File: src/rtl/traffic_field.sv
// Rotating car-occupancy field for the Frogger LED matrix: ROWS lanes of COLS cells,
// each lane stepping on a divided base tick whose period shrinks with the game level.
module traffic_field #(
  parameter int unsigned ROWS        = 8,
  parameter int unsigned COLS        = 8,
  parameter int unsigned DIV_W       = 28,
  parameter int unsigned BASE_PERIOD = 75000000,
  parameter int unsigned MIN_PERIOD  = 2,
  parameter int unsigned LEVEL_W     = 4,
  parameter int unsigned SPD_W       = 2
) (
  input  logic                     clk,
  input  logic                     reset,
  input  logic                     load,
  input  logic [ROWS*COLS-1:0]     patterns,
  input  logic [ROWS-1:0]          moving_right,
  input  logic [ROWS*SPD_W-1:0]    row_speed,
  input  logic                     pause,
  input  logic                     level_up,
  input  logic                     level_clr,
  output logic [ROWS*COLS-1:0]     cars,
  output logic                     tick,
  output logic [LEVEL_W-1:0]       level
);

  localparam logic [LEVEL_W-1:0] MAX_LEVEL = '1;

  logic [DIV_W-1:0]   shifted;
  logic [DIV_W-1:0]   period;
  logic [DIV_W-1:0]   cnt;
  logic [LEVEL_W-1:0] level_next;
  logic               level_chg;
  logic               fire;

  // Tick period halves per level, floored so the counter always has at least two states.
  always_comb begin
    shifted = DIV_W'(BASE_PERIOD) >> level;
    period  = (shifted < DIV_W'(MIN_PERIOD)) ? DIV_W'(MIN_PERIOD) : shifted;
  end

  always_comb begin
    level_next = level;
    if (level_clr)
      level_next = '0;
    else if (level_up && (level != MAX_LEVEL))
      level_next = level + LEVEL_W'(1);
    level_chg = (level_next != level);
    fire      = !load && !pause && !level_chg && (cnt == period - DIV_W'(1));
  end

  // Base counter, tick and level; a level change restarts the count under the new period.
  always_ff @(posedge clk or posedge reset) begin
    if (reset) begin
      cnt   <= '0;
      tick  <= 1'b0;
      level <= '0;
    end else begin
      level <= level_next;
      tick  <= fire;
      if (load || level_chg)
        cnt <= '0;
      else if (!pause)
        cnt <= (cnt == period - DIV_W'(1)) ? '0 : cnt + DIV_W'(1);
    end
  end

  for (genvar r = 0; r < ROWS; r++) begin : g_row
    logic [COLS-1:0]  row_q;
    logic [COLS-1:0]  row_rot;
    logic [SPD_W-1:0] sub;
    logic [SPD_W-1:0] speed;

    assign speed   = row_speed[r*SPD_W +: SPD_W];
    assign row_rot = moving_right[r] ? {row_q[COLS-2:0], row_q[COLS-1]}
                                     : {row_q[0], row_q[COLS-1:1]};

    // Sub-counter wraps through its full range when speed drops below it.
    always_ff @(posedge clk or posedge reset) begin
      if (reset) begin
        row_q <= '0;
        sub   <= '0;
      end else if (load) begin
        row_q <= patterns[r*COLS +: COLS];
        sub   <= '0;
      end else if (fire) begin
        if (sub == speed) begin
          row_q <= row_rot;
          sub   <= '0;
        end else begin
          sub <= sub + SPD_W'(1);
        end
      end
    end

    assign cars[r*COLS +: COLS] = row_q;
  end

endmodule
File: config.mk
export PLATFORM = sky130hd
export DESIGN_NAME = traffic_field
export DESIGN_NICKNAME = d
export VERILOG_FILES = /design/src/rtl/traffic_field.sv
export SDC_FILE = /design/constraint.sdc
export NUM_CORES = 1
export LEC_CHECK = 0
export ABC_AREA = 0
export CORE_MARGIN = 5
export CORE_UTILIZATION = 40
export DETAILED_ROUTE_END_ITERATION = 8
export SETUP_SLACK_MARGIN = 0.02
export SYNTH_ARGS = -nofsm -noshare
export SYNTH_HDL_FRONTEND = slang
export SYNTH_SLANG_ARGS = --single-unit
File: constraint.sdc
create_clock -name clk -period 11 [get_ports clk]
set_clock_uncertainty 0.15 [all_clocks]
set_input_delay 3.3 -clock clk [delete_from_list [all_inputs] [get_ports clk]]
set_output_delay 3.3 -clock clk [all_outputs]
set_load 0.05 [all_outputs]
# ---- Word level (Yosys, flattened, before mapping)
# Cells that the tools add are included.
dict set report classes {
  shifts 1
  n_eq_ne 12
  n_lt_le_gt_ge 1
  n_mux 62
  add_sub_neg 11
  reduce_logical 25
}
# operator n
set op_table {}
lappend op_table {{$mux 8} 32}
lappend op_table {{$mux 28} 4}
lappend op_table {{$mux 2} 24}
lappend op_table {{$add 28x1->28 const B} 1}
lappend op_table {{$eq 28x28->1} 1}
lappend op_table {{$lt 28x2->1 const B} 1}
lappend op_table {{$shr 27x4->28 const A} 1}
lappend op_table {{$sub 28x1->28 const B} 1}
lappend op_table {{$reduce_bool 2->1} 9}
lappend op_table {{$add 2x1->2 const B} 8}
lappend op_table {{$eq 2x2->1} 8}
lappend op_table {{$reduce_and 2->1} 8}
lappend op_table {{$mux 4} 2}
lappend op_table {{$add 4x1->4 const B} 1}
lappend op_table {{$logic_and 1x1->1} 4}
lappend op_table {{$ne 4x4->1} 1}
lappend op_table {{$ne 4x4->1 const B} 1}
lappend op_table {{$logic_not 1->1} 3}
lappend op_table {{$ne 2x1->1 const B} 1}
lappend op_table {{$logic_or 1x1->1} 1}
dict set report word_totals {
  elab_cells 131
  ff_bits 113
  output_inout_bits 69
}

# ---- Depth between registers and ports, before layout
dict set report depth {
  ltp_word 10
  mapped_depth 16
  depth_no_buf 13
}

# ---- Worst setup path before layout
# No wires, ideal clock.
dict set report synth_path {
  path_kind {in2reg}
  startpoint {input level_up}
  endpoint {register g_row[6].row_q[2]}
  required_time_ns 10.734
  setup_time_ns 0.116
  cell_stages 9
  setup_slack_ns 5.309
  t_arrival_ns 5.425
  path_cell_list {clkbuf_1 > nor4b_1 > nor2_1 > o221ai_1 > nand2b_1 > or3_1 > clkbuf_1 > or3_1 > o311ai_0}
}
dict set report synth_via {
  elab_chain_len 9
}
# item line
set synth_lines {}
lappend synth_lines {{start, declared} 19} ;# input logic level_up,
lappend synth_lines {{$logic_and 1x1->1} 45} ;# else if (level_up && (level != MAX_LEVEL))
lappend synth_lines {{$mux 4} 45}
lappend synth_lines {{$mux 4} 43} ;# if (level_clr)
lappend synth_lines {{$ne 4x4->1} 47} ;# level_chg = (level_next != level);
lappend synth_lines {{$logic_not 1->1} 48} ;# fire = !load && !pause && !level_chg && (cnt == period - DIV_W'(1));
lappend synth_lines {{$logic_and 1x1->1 (2 in series)} 48}
lappend synth_lines {{$reduce_bool 2->1 (no line)} -}
lappend synth_lines {{$reduce_and 2->1 (no line)} -}
lappend synth_lines {{end signal, assigned} 83} ;# row_q <= patterns[r*COLS +: COLS];
lappend synth_lines {{end signal, assigned} 87} ;# row_q <= row_rot;
lappend synth_lines {{end, declared} 68} ;# logic [COLS-1:0] row_q;
# No other way between the ends.
# A chain may end at the register's enable or synchronous reset.

# ---- Worst setup path in the final report
dict set report layout_path {
  startpoint {input level_up}
  endpoint {register g_row[6].row_q[4]}
}
# Same word-level chain as after synthesis.

==> impl_metrics.env <==
export IMPL_drt_first_iter_violations=651
export IMPL_worstHoldPathType="reg2reg"
export IMPL_critPathLaunchType="primary input"
export IMPL_crit_type="in2reg"
export IMPL_htreeDepth=4
export IMPL_synth_top_area_share=0.329
export IMPL_startpoint="level_up"
export IMPL_post_cts_buffers=0
export IMPL_regToRegSetupSlack_ns=5.18
export IMPL_yosys_warnings=0
export IMPL_cts_resized=0
export IMPL_crit_arrival_ns=6.61
export IMPL_hold_viol=0
export IMPL_r2r_start="level[0]"
export IMPL_synthTopCellsByArea="dfrtp_1 33%, mux2i_1 8.7%, o311ai_0 7.4%"
export IMPL_seq_power_share=0.346
export IMPL_fmax_ghz=0.155
export IMPL_hold_buffers=0
export IMPL_antenna_found_initial=0
export IMPL_die_width_um=157
export IMPL_synth_edf_count=0
export IMPL_drc=0
export IMPL_drt_wl_total_mm=28.6
export IMPL_total_leakage_power_uw=0.00426
export IMPL_max_cap_viol_count=0
export IMPL_numCtsBuffers=17
export IMPL_cts_root_buf="clkbuf_16"
export IMPL_ys_seq_area_frac=0.329
export IMPL_synth_cell_types=66
export IMPL_syn_inst=1009
export IMPL_via_per_inst=6.06
export IMPL_critical_path_max_fanout=23
export IMPL_port_buffers=162
export IMPL_std_cell_rows=53
export IMPL_start_util=0.407
export IMPL_ff_latch_area_mm2=0.00283
export IMPL_grt_use_total=0.228
export IMPL_r2r_end="cnt[15]"
export IMPL_status="complete, no violations"
export IMPL_multi_input_area_mm2=0.00527
export IMPL_fin_nets=1213
export IMPL_endpoint_kind="flip-flop"
export IMPL_reg2reg_depth=13
export IMPL_worst_skew_pair_late_latency_ns=0.41
export IMPL_worst_path_max_delay_cell="or3_1"
export IMPL_report_final_setup_viol=0
export IMPL_drtPass1Iterations=5
export IMPL_path_cells="clkdlybuf4s50_1 -> nor4b_1 -> nor2_1 -> o221ai_1 -> buf_4 -> nand2b_1 -> or3_1 -> or3_1 -> o311ai_0"
export IMPL_synth_common_cells="132 x nand2_1, 113 x dfrtp_1, 75 x mux2i_1, 73 x o311ai_0, 65 x o211ai_1"
export IMPL_max_vdd_ir_drop_uv=102
export IMPL_grt_max_degree=101
export IMPL_cts_num_sinks=113
export IMPL_hold_depth=1
export IMPL_tightest_slew_ns=1.18
export IMPL_routed_via_count=8443
export IMPL_slew_viol_final=0
export IMPL_pwr_share_comb=0.263
export IMPL_rsz0062_at_grt="no"
export IMPL_ys_flop_type="dfrtp_1"
export IMPL_hold_slack_ns=0.344
export IMPL_area_growth_pct=25.8
export IMPL_required_ns=11.14
export IMPL_drive_gt1_frac=0.0572
export IMPL_core_mm2=0.0211
export IMPL_p_sw_uw=457
export IMPL_p_per_area_mw_per_mm2=125
export IMPL_swShare=0.338
export IMPL_cts_reportedPaths_clkPinSlew_ns=0.05
export IMPL_fin_tns_setup_ns=0
export IMPL_wl_per_cell_um=20.5
export IMPL_num_fill_cells=1970
export IMPL_yosysMostFrequentCell="nand2_1"
export IMPL_maxSlewHeadroom=0.205
export IMPL_clock_tree_buffer_depth=2
export IMPL_crit_top_cell="or3_1"
export IMPL_dpl_hpwl_mm=19.9
export IMPL_grt_pass1_vias=7806
export IMPL_fp_dieH_um=157
export IMPL_place_congestion=0.906
export IMPL_pwr_share_clk=0.390
export IMPL_synth_seq_cells=113
export IMPL_netlist_area_mm2=0.00859
export IMPL_cts_tree="done"
export IMPL_synth_nets=1116
export IMPL_boundaryPins=163
export IMPL_die_area_mm2=0.0245
export IMPL_crit_end="g_row[6].row_q[4]"
export IMPL_drtAntennaViolNets=0
export IMPL_grt_overflow=0
export IMPL_syn_area_per_cell_um2=8.52
export IMPL_internal_power_uw=894
export IMPL_min_period_ns=6.47
export IMPL_grt_pass1_wl_mm=45.1
export IMPL_yosysTopAreaCell="dfrtp_1"
export IMPL_n_antenna_cell=0
export IMPL_async_flop_share=1.00
export IMPL_max_stage_delay_ns=0.69
export IMPL_period_share=0.588
==> how the worst min path moves through the flow <==
| stage | start | end | slack, ns |
|---|---|---|---|
| finish | g_row[1].sub[1] | g_row[1].sub[1] | 0.34 |
| global route | g_row[0].sub[1] | g_row[0].sub[1] | 0.37 |
| CTS | g_row[4].sub[1] | g_row[4].sub[1] | 0.35 |
| detailed placement | g_row[4].sub[1] | g_row[4].sub[1] | 0.34 |
| global placement | g_row[2].sub[1] | g_row[2].sub[1] | 0.34 |
| floorplan | g_row[0].sub[1] | g_row[0].sub[1] | 0.32 |
==> registers in the layout, summed over array words and instances (netlist names) <==
register	cells
tick	1
g_row.row_q	64
g_row.sub	16
level	4
cnt	28
==> worst max-delay path: cells and delay by family <==
family | cells | cell delay (ns)
AO/OA/AOI/OAI | 2 | 0.46
AND/OR/NAND/NOR | 5 | 2.11
buffers and inverters | 2 | 0.74
==> area by class of cell <==
type	instances	area share
multi-input combinational	773	0.487
sequential	113	0.262
timing repair buffer	173	0.157
clock buffer	20	0.0422
tap	275	0.0318
clock inverter	12	0.00995
inverter	28	0.00995
==> power by group through the flow <==
stage	Combinational (uW)	Sequential (uW)	Clock, uW
detailed placement	356	475	0
floorplan	155	543	0
global route	381	472	558
finish	356	468	528
CTS	357	468	538
global placement	356	475	0
==> layer usage <==
| layer | vias to the layer above | wire, um | global-route usage |
|---|---|---|---|
| met5 | - | 0 | 0 |
| met4 | 0 | 330 | 0.0504 |
| met3 | 24 | 1600 | 0.0371 |
| met2 | 260 | 13100 | 0.346 |
| met1 | 4114 | 13600 | 0.341 |
| li1 | 4045 | - | - |
==> placed cells by master, fill, tap and decap left out, types with 4 or more instances in the layout <==
cell type,n
and2_1,11
or3_1,16
o31ai_1,5
a221o_1,5
a211o_1,6
or2_2,6
nor2_1,42
a2111oi_0,7
o41ai_1,7
o21ai_0,44
nand2_1,132
xor2_1,26
ha_1,13
nor4_1,10
nand3b_1,5
nor3b_1,5
or4_1,11
clkbuf_16,17
nand3_1,46
dfrtp_1,113
a211oi_1,8
and3_1,13
nand2b_1,6
clkinv_2,4
inv_1,25
mux2i_1,75
clkdlybuf4s50_1,161
nor3_1,16
o2111ai_1,4
o311ai_0,73
a21oi_1,27
nor2b_1,10
nand4_1,7
o211ai_1,65
xnor2_1,19
buf_4,12
a31oi_1,6
==> stage by stage <==
stage          total power (uW)  utilization  cell area [um2]  instances  setup WS [ns]
4_1_cts                    1360        0.513            10800       1394           4.55
6_report                   1350        0.513            10800       1394           4.53
2_1_floorplan               698            -             8590       1009           4.56
3_3_place_gp                831        0.486            10200       1362           4.15
5_1_grt                    1410        0.513            10800       1394           4.26
3_5_place_dp                831        0.486            10200       1362           4.13
==> kinds of logic after synthesis <==
group                    synth area share
multiplexers                       0.0939
flip-flops                          0.329
AND/OR/NAND/NOR                     0.208
buffers and inverters              0.0593
AO/OA/AOI/OAI                       0.245
adder cells (fa/ha/maj)            0.0189
XOR/XNOR                           0.0459
Power figures use the tool's default switching activity.
